File: src/rtl/mul_share_pkg.sv
// Shared types and flag helper for the shared multiplier controller.
// The controller's MUL_SHARE_STAGE2_EN option adds an operand register stage (state MUL).
package mul_share_pkg;

  typedef enum logic [1:0] {
    IDLE = 2'd0,
    MUL  = 2'd1,
    HOLD = 2'd2
  } mul_share_state_t;

  typedef struct packed {
    logic z;
    logic n;
    logic c;
    logic v;
  } mul_flags_t;

  // v is set when the operand sign bits agree but the truncated result looks negative.
  function automatic mul_flags_t make_flags(input logic msb_a, input logic msb_b,
                                            input logic res_zero, input logic res_msb,
                                            input logic hi_nonzero);
    mul_flags_t f;
    f.z = res_zero;
    f.n = res_msb;
    f.c = hi_nonzero;
    f.v = (msb_a ~^ msb_b) & res_msb;
    return f;
  endfunction

endpackage

File: src/rtl/mul_rr_arbiter.sv
// Combinational round-robin arbiter: search starts one past ptr and wraps.
// The pointer register lives in the parent.
module mul_rr_arbiter
  import mul_share_pkg::*;
#(
  parameter  int R    = 4,
  localparam int ID_W = $clog2(R)
) (
  input  logic [R-1:0]    req,
  input  logic [ID_W-1:0] ptr,
  input  logic            en,
  output logic [R-1:0]    gnt,
  output logic [ID_W-1:0] gnt_id
);

  logic [ID_W-1:0] idx_s;
  logic            found_s;

  always_comb begin
    gnt     = '0;
    gnt_id  = '0;
    found_s = 1'b0;
    idx_s   = '0;
    for (int k = 1; k <= R; k++) begin
      idx_s = ID_W'((int'(ptr) + k) % R);
      if (en && !found_s && req[idx_s]) begin
        gnt[idx_s] = 1'b1;
        gnt_id     = idx_s;
        found_s    = 1'b1;
      end else begin
        found_s = found_s;
      end
    end
  end

endmodule

File: src/rtl/mul_share_ctrl.sv
// One N-bit multiplier shared by R requesters with round-robin grant and a held, tagged result.
// Define MUL_SHARE_STAGE2_EN to insert an operand register stage (latency 2, no back-to-back).
module mul_share_ctrl
  import mul_share_pkg::*;
#(
  parameter  int N    = 32,
  parameter  int R    = 4,
  localparam int ID_W = $clog2(R)
) (
  input  logic            clk,
  input  logic            rst,
  input  logic [R-1:0]    req_valid,
  input  logic [R*N-1:0]  req_a,
  input  logic [R*N-1:0]  req_b,
  output logic [R-1:0]    req_ready,
  output logic            resp_valid,
  input  logic            resp_ready,
  output logic [ID_W-1:0] resp_id,
  output logic [N-1:0]    resp_result,
  output logic            resp_z,
  output logic            resp_n,
  output logic            resp_c,
  output logic            resp_v
);

  mul_share_state_t state_q, state_d;
  logic [ID_W-1:0]  rr_ptr_q, rr_ptr_d;
  logic             resp_valid_q, resp_valid_d;
  logic [ID_W-1:0]  resp_id_q, resp_id_d;
  logic [N-1:0]     resp_result_q, resp_result_d;
  mul_flags_t       resp_flags_q, resp_flags_d;

  logic             arb_en_s;
  logic [R-1:0]     gnt_s;
  logic [ID_W-1:0]  gnt_id_s;
  logic             accept_s;
  logic [N-1:0]     sel_a_s, sel_b_s, mul_a_s, mul_b_s, prod_lo_s;
  logic [ID_W-1:0]  mul_id_s;
  logic [2*N-1:0]   prod_s;
  mul_flags_t       prod_flags_s;

`ifdef MUL_SHARE_STAGE2_EN
  logic [N-1:0]     op_a_q, op_a_d, op_b_q, op_b_d;
  logic [ID_W-1:0]  op_id_q, op_id_d;
  assign arb_en_s = (state_q == IDLE);
  assign mul_a_s  = op_a_q;
  assign mul_b_s  = op_b_q;
  assign mul_id_s = op_id_q;
`else
  // Grants may overlap the consume cycle so a held result never costs a bubble.
  assign arb_en_s = (state_q == IDLE) || ((state_q == HOLD) && resp_ready);
  assign mul_a_s  = sel_a_s;
  assign mul_b_s  = sel_b_s;
  assign mul_id_s = gnt_id_s;
`endif

  mul_rr_arbiter #(.R(R)) u_arb (
    .req    (req_valid),
    .ptr    (rr_ptr_q),
    .en     (arb_en_s),
    .gnt    (gnt_s),
    .gnt_id (gnt_id_s)
  );

  assign accept_s  = |gnt_s;
  assign req_ready = gnt_s;

  always_comb begin
    sel_a_s = '0;
    sel_b_s = '0;
    for (int i = 0; i < R; i++) begin
      if (gnt_s[i]) begin
        sel_a_s = req_a[i*N +: N];
        sel_b_s = req_b[i*N +: N];
      end else begin
        sel_a_s = sel_a_s;
      end
    end
  end

  assign prod_s       = {{N{1'b0}}, mul_a_s} * {{N{1'b0}}, mul_b_s};
  assign prod_lo_s    = prod_s[N-1:0];
  assign prod_flags_s = make_flags(mul_a_s[N-1], mul_b_s[N-1], prod_lo_s == '0,
                                   prod_lo_s[N-1], |prod_s[2*N-1:N]);

  always_comb begin
    state_d       = state_q;
    rr_ptr_d      = rr_ptr_q;
    resp_valid_d  = resp_valid_q;
    resp_id_d     = resp_id_q;
    resp_result_d = resp_result_q;
    resp_flags_d  = resp_flags_q;
`ifdef MUL_SHARE_STAGE2_EN
    op_a_d        = op_a_q;
    op_b_d        = op_b_q;
    op_id_d       = op_id_q;
`endif
    if (accept_s) begin
      rr_ptr_d = gnt_id_s;
    end else begin
      rr_ptr_d = rr_ptr_q;
    end
    case (state_q)
      IDLE: begin
        if (accept_s) begin
`ifdef MUL_SHARE_STAGE2_EN
          state_d = MUL;
          op_a_d  = sel_a_s;
          op_b_d  = sel_b_s;
          op_id_d = gnt_id_s;
`else
          state_d       = HOLD;
          resp_valid_d  = 1'b1;
          resp_id_d     = mul_id_s;
          resp_result_d = prod_lo_s;
          resp_flags_d  = prod_flags_s;
`endif
        end else begin
          state_d = IDLE;
        end
      end
      MUL: begin
`ifdef MUL_SHARE_STAGE2_EN
        state_d       = HOLD;
        resp_valid_d  = 1'b1;
        resp_id_d     = mul_id_s;
        resp_result_d = prod_lo_s;
        resp_flags_d  = prod_flags_s;
`else
        state_d = IDLE;
`endif
      end
      HOLD: begin
        if (resp_ready) begin
`ifdef MUL_SHARE_STAGE2_EN
          state_d      = IDLE;
          resp_valid_d = 1'b0;
`else
          if (accept_s) begin
            state_d       = HOLD;
            resp_valid_d  = 1'b1;
            resp_id_d     = mul_id_s;
            resp_result_d = prod_lo_s;
            resp_flags_d  = prod_flags_s;
          end else begin
            state_d      = IDLE;
            resp_valid_d = 1'b0;
          end
`endif
        end else begin
          state_d = HOLD;
        end
      end
      default: begin
        state_d      = IDLE;
        resp_valid_d = 1'b0;
      end
    endcase
  end

  // rr_ptr resets to R-1 so requester 0 wins the first arbitration.
  always_ff @(posedge clk or posedge rst) begin
    if (rst) begin
      state_q       <= IDLE;
      rr_ptr_q      <= ID_W'(R - 1);
      resp_valid_q  <= 1'b0;
      resp_id_q     <= '0;
      resp_result_q <= '0;
      resp_flags_q  <= '0;
`ifdef MUL_SHARE_STAGE2_EN
      op_a_q        <= '0;
      op_b_q        <= '0;
      op_id_q       <= '0;
`endif
    end else begin
      state_q       <= state_d;
      rr_ptr_q      <= rr_ptr_d;
      resp_valid_q  <= resp_valid_d;
      resp_id_q     <= resp_id_d;
      resp_result_q <= resp_result_d;
      resp_flags_q  <= resp_flags_d;
`ifdef MUL_SHARE_STAGE2_EN
      op_a_q        <= op_a_d;
      op_b_q        <= op_b_d;
      op_id_q       <= op_id_d;
`endif
    end
  end

  assign resp_valid  = resp_valid_q;
  assign resp_id     = resp_id_q;
  assign resp_result = resp_result_q;
  assign resp_z      = resp_flags_q.z;
  assign resp_n      = resp_flags_q.n;
  assign resp_c      = resp_flags_q.c;
  assign resp_v      = resp_flags_q.v;

endmodule

File: config.mk
export PLATFORM = sky130hd
export DESIGN_NAME = mul_share_ctrl
export DESIGN_NICKNAME = d
export VERILOG_FILES = /design/src/rtl/mul_share_pkg.sv /design/src/rtl/mul_rr_arbiter.sv /design/src/rtl/mul_share_ctrl.sv
export SDC_FILE = /design/constraint.sdc
export NUM_CORES = 2
export LEC_CHECK = 0
export CAP_MARGIN = 30
export CORE_MARGIN = 4
export CORE_UTILIZATION = 63
export CTS_BUF_LIST = sky130_fd_sc_hd__clkbuf_4
export CTS_CLUSTER_DIAMETER = 100
export DETAILED_ROUTE_END_ITERATION = 12
export PLACE_DENSITY = 0.86
export SKIP_CTS_REPAIR_TIMING = 1
export SYNTH_ARGS = -nofsm -noshare
export SYNTH_HDL_FRONTEND = slang
export SYNTH_SLANG_ARGS = --single-unit
File: constraint.sdc
create_clock -name clk -period 13.5 [get_ports clk]
set_input_delay 2.7 -clock clk [delete_from_list [all_inputs] [get_ports clk]]
set_output_delay 2.7 -clock clk [all_outputs]
set_load 0.02 [all_outputs]
==> metrics.md <==
| Metric | Value |
|---|---|
| Slew Limit Fails | `0` |
| Most used cell, CP | `fa_1` |
| Async S/R FF share, synth | `100.0%` |
| Synthesized area | `37350 um2` |
| Unrepaired setup endpoints after global routing | `no` |
| GR Overflow Total | `0` |
| Max FO, Critical Path | `33` |
| Final worst path period need | `13.16 ns` |
| Synth area leader | `fa_1` |
| Largest net degree at the start of global routing | `59` |
| Final hold violation count | `0` |
| # DRC | `0` |
| Outcome | `completed` |
| DRT Wirelength | `132300 um` |
| Clk slew on worst S/H paths | `0.16 ns` |
| Dpl hpwl | `114900 um` |
| Initial antenna violation count | `6` |
| Setup ws final | `0.3417 ns` |
| R2R Setup Slk | `1.82 ns` |
| Vias | `32.58k` |
| CP Launch Type | `input pin` |
| Fillers | `4211` |
| CTS H-tree lvls | `2` |
| Placement Rows | `88` |
| Setup_tns | `0 ns` |
| 1st-pass router iterations | `8` |
| Number of CTS-inserted buffers | `5` |
| Post-synthesis sequential area ratio | `2.754%` |
| Top cell type's share of synthesized area | `48.03%` |
| GPL Wtd Cong | `1.068` |
| Post-Syn Instances | `4183` |
| Slew Limit Headroom | `47.88%` |
| Type of the worst min-delay path | `register to register` |
| Final setup vio count | `0` |
| CP Class | `input pin to register` |
| First-pass GRT wire length | `201500 um` |
| ANT nets after route | `0` |
| Synth Warn # | `0` |
| Area growth from synthesis to final layout | `14.16%` |
| WP data arrival | `13.43 ns` |
| Sink Count | `41` |
| Crit path required time | `13.78 ns` |
| Grt met1 use | `49.56%` |
| Synth Register Bits | `41` |
| Initial core utilization | `64.24%` |
| Share of cells above drive strength 1 | `10.80%` |
| Syn_nets | `5610` |
| Gr usage total | `42.05%` |
| Core box area | `58140 um2` |
| Die height | `251.5 um` |
| Final-stage net count | `5971` |
| Die area | `63240 um2` |
| Post-synth EDFFs | `0` |
| Die Wd | `251.5 um` |
| Distinct cell type count after synthesis | `83` |
| DR iter-0 viols | `3106` |
| Worst hold slack | `0.4818 ns` |
| Synth area leaders | `fa_1 48%, ha_1 9.0%, inv_1 7.5%` |
| Post-synth top flop | `dfrtp_1` |
| IO buf count | `305` |
| Worst slew pin tran | `0.7601 ns` |
| Slowest-stage cell, CP | `fa_1` |
| Clock buffer depth | `2` |
| CP max stage delay | `0.61 ns` |
| CTS tree | `built` |
| Clock root buffer | `clkbuf_4` |
| Max cap viols | `0` |
| Max Clock Skew | `0.008840 ns` |
| Critical Path Sink Type | `register` |
| Wirelength per Cell | `24.90 um` |
| Drt via density | `6.133` |
| Later-pin clock latency in the skew report | `0.38 ns` |
| Vias in the first global route | `35.70k` |
| GR peak layer | `met2` |
| Max Fclk | `76.00 MHz` |
| Period Utilization, post-route | `97.47%` |
| GR Util met3 | `13.77%` |
| Top-level I/O count | `306` |
| Post-Syn Area per Cell | `8.928 um2` |
| Post-layout util | `73.34%` |
| Pre-CTS setup slack | `-0.08828 ns` |
| Met2 usage | `65.65%` |
state kept, by name, indices dropped and copies added, names as in the netlist:
name         cells
resp_v           1
resp_result     32
resp_id          2
resp_valid       1
state_q          1
rr_ptr_q         2
resp_z           1
resp_c           1
kinds of logic after synthesis:
group	Yosys count	share of synthesized area [%]
xor+xnor	45	1.055
flops	41	2.754
compound gates	420	8.061
fa+ha+maj	1164	57.01
simple gates	1405	14.98
buf+inv	976	10.94
mux	132	5.203
worst max-delay path, delay by kind of cell:
family	cells	cell delay, ns
simple gates	7	1.28
compound gates	11	2.87
fa+ha+maj	9	4.49
mux	2	1.03
buf+inv	6	1.00
layout make-up:
cell class / count / area [um2] / area share [%]
Antenna cell: 2 / 5.005 / 0.01174
Clock buffer: 5 / 37.54 / 0.08804
Clock inverter: 3 / 46.29 / 0.1086
Inverter: 755 / 2834 / 6.647
Multi-Input combinational cell: 3167 / 32420 / 76.03
Sequential cell: 41 / 1028 / 2.412
Tap cell: 765 / 957.2 / 2.245
Timing Repair Buffer: 574 / 5310 / 12.45
cells in the mapped netlist, types with 35 or more instances:
| library cell | count |
|---|---|
| a21oi_1 | 87 |
| a22oi_2 | 35 |
| buf_2 | 124 |
| buf_4 | 47 |
| clkbuf_1 | 38 |
| dfrtp_1 | 39 |
| fa_1 | 896 |
| ha_1 | 268 |
| inv_1 | 749 |
| mux2_2 | 45 |
| nand2_1 | 682 |
| nor2_1 | 597 |
| o21ai_0 | 66 |
| o21ai_2 | 35 |
stage by stage:
stage	instance area, um2	cells
CTS	42440	5302
finish	42630	5312
global placement	42350	5294
detailed placement	42350	5294
floorplan	37350	4183
global route	42630	5311
layout by cell type (no fill, tap or decap), drive strengths merged, types with 5 or more instances in the layout:
cell / synthesis / layout
and3: 10 / 10
a22oi: 67 / 67
mux2: 61 / 61
a21o: 21 / 21
dfrtp: 39 / 39
nand3: 18 / 18
nor3: 16 / 16
a211oi: 13 / 13
nand4: 26 / 26
nand2b: 9 / 9
a21oi: 87 / 87
xnor2: 26 / 26
o2111ai: 5 / 5
mux2i: 68 / 68
clkdlybuf4s50: 0 / 305
fa: 896 / 896
o211ai: 8 / 8
a31oi: 17 / 17
clkbuf: 38 / 5
o21bai: 11 / 11
nor2b: 6 / 6
nor2: 597 / 597
ha: 268 / 268
xor2: 19 / 19
o21a: 8 / 8
o21ai: 131 / 131
or3: 7 / 7
inv: 755 / 755
nand2: 685 / 686
buf: 183 / 269
and2: 9 / 9
nor4: 7 / 7
metal layers:
metal	vias to the layer above	part of all wire, %
met5	-	0.017
met2	2386	45
met1	16020	32
li1	13510	-
met3	663	13
met4	4	9.5
worst paths after layout:
path                                            startpoint                    endpoint  depth (start not counted)
worst min-delay path            resp_result[2]$_DFFE_PP0P_  resp_result[2]$_DFFE_PP0P_                          2
min in group asynchronous                              rst      resp_valid$_DFFE_PP0P_                          3
max in group asynchronous                              rst  resp_result[6]$_DFFE_PP0P_                          3
worst min register to register  resp_result[2]$_DFFE_PP0P_  resp_result[2]$_DFFE_PP0P_                          2
worst max register to register     rr_ptr_q[0]$_DFFE_PP1P_          resp_c$_DFFE_PP0P_                         36
worst max-delay path                          req_valid[1]          resp_c$_DFFE_PP0P_                         35
Power is left out: the tool's default activity adds up to more than one toggle a clock period on the data nets, which glitch-free logic cannot reach.
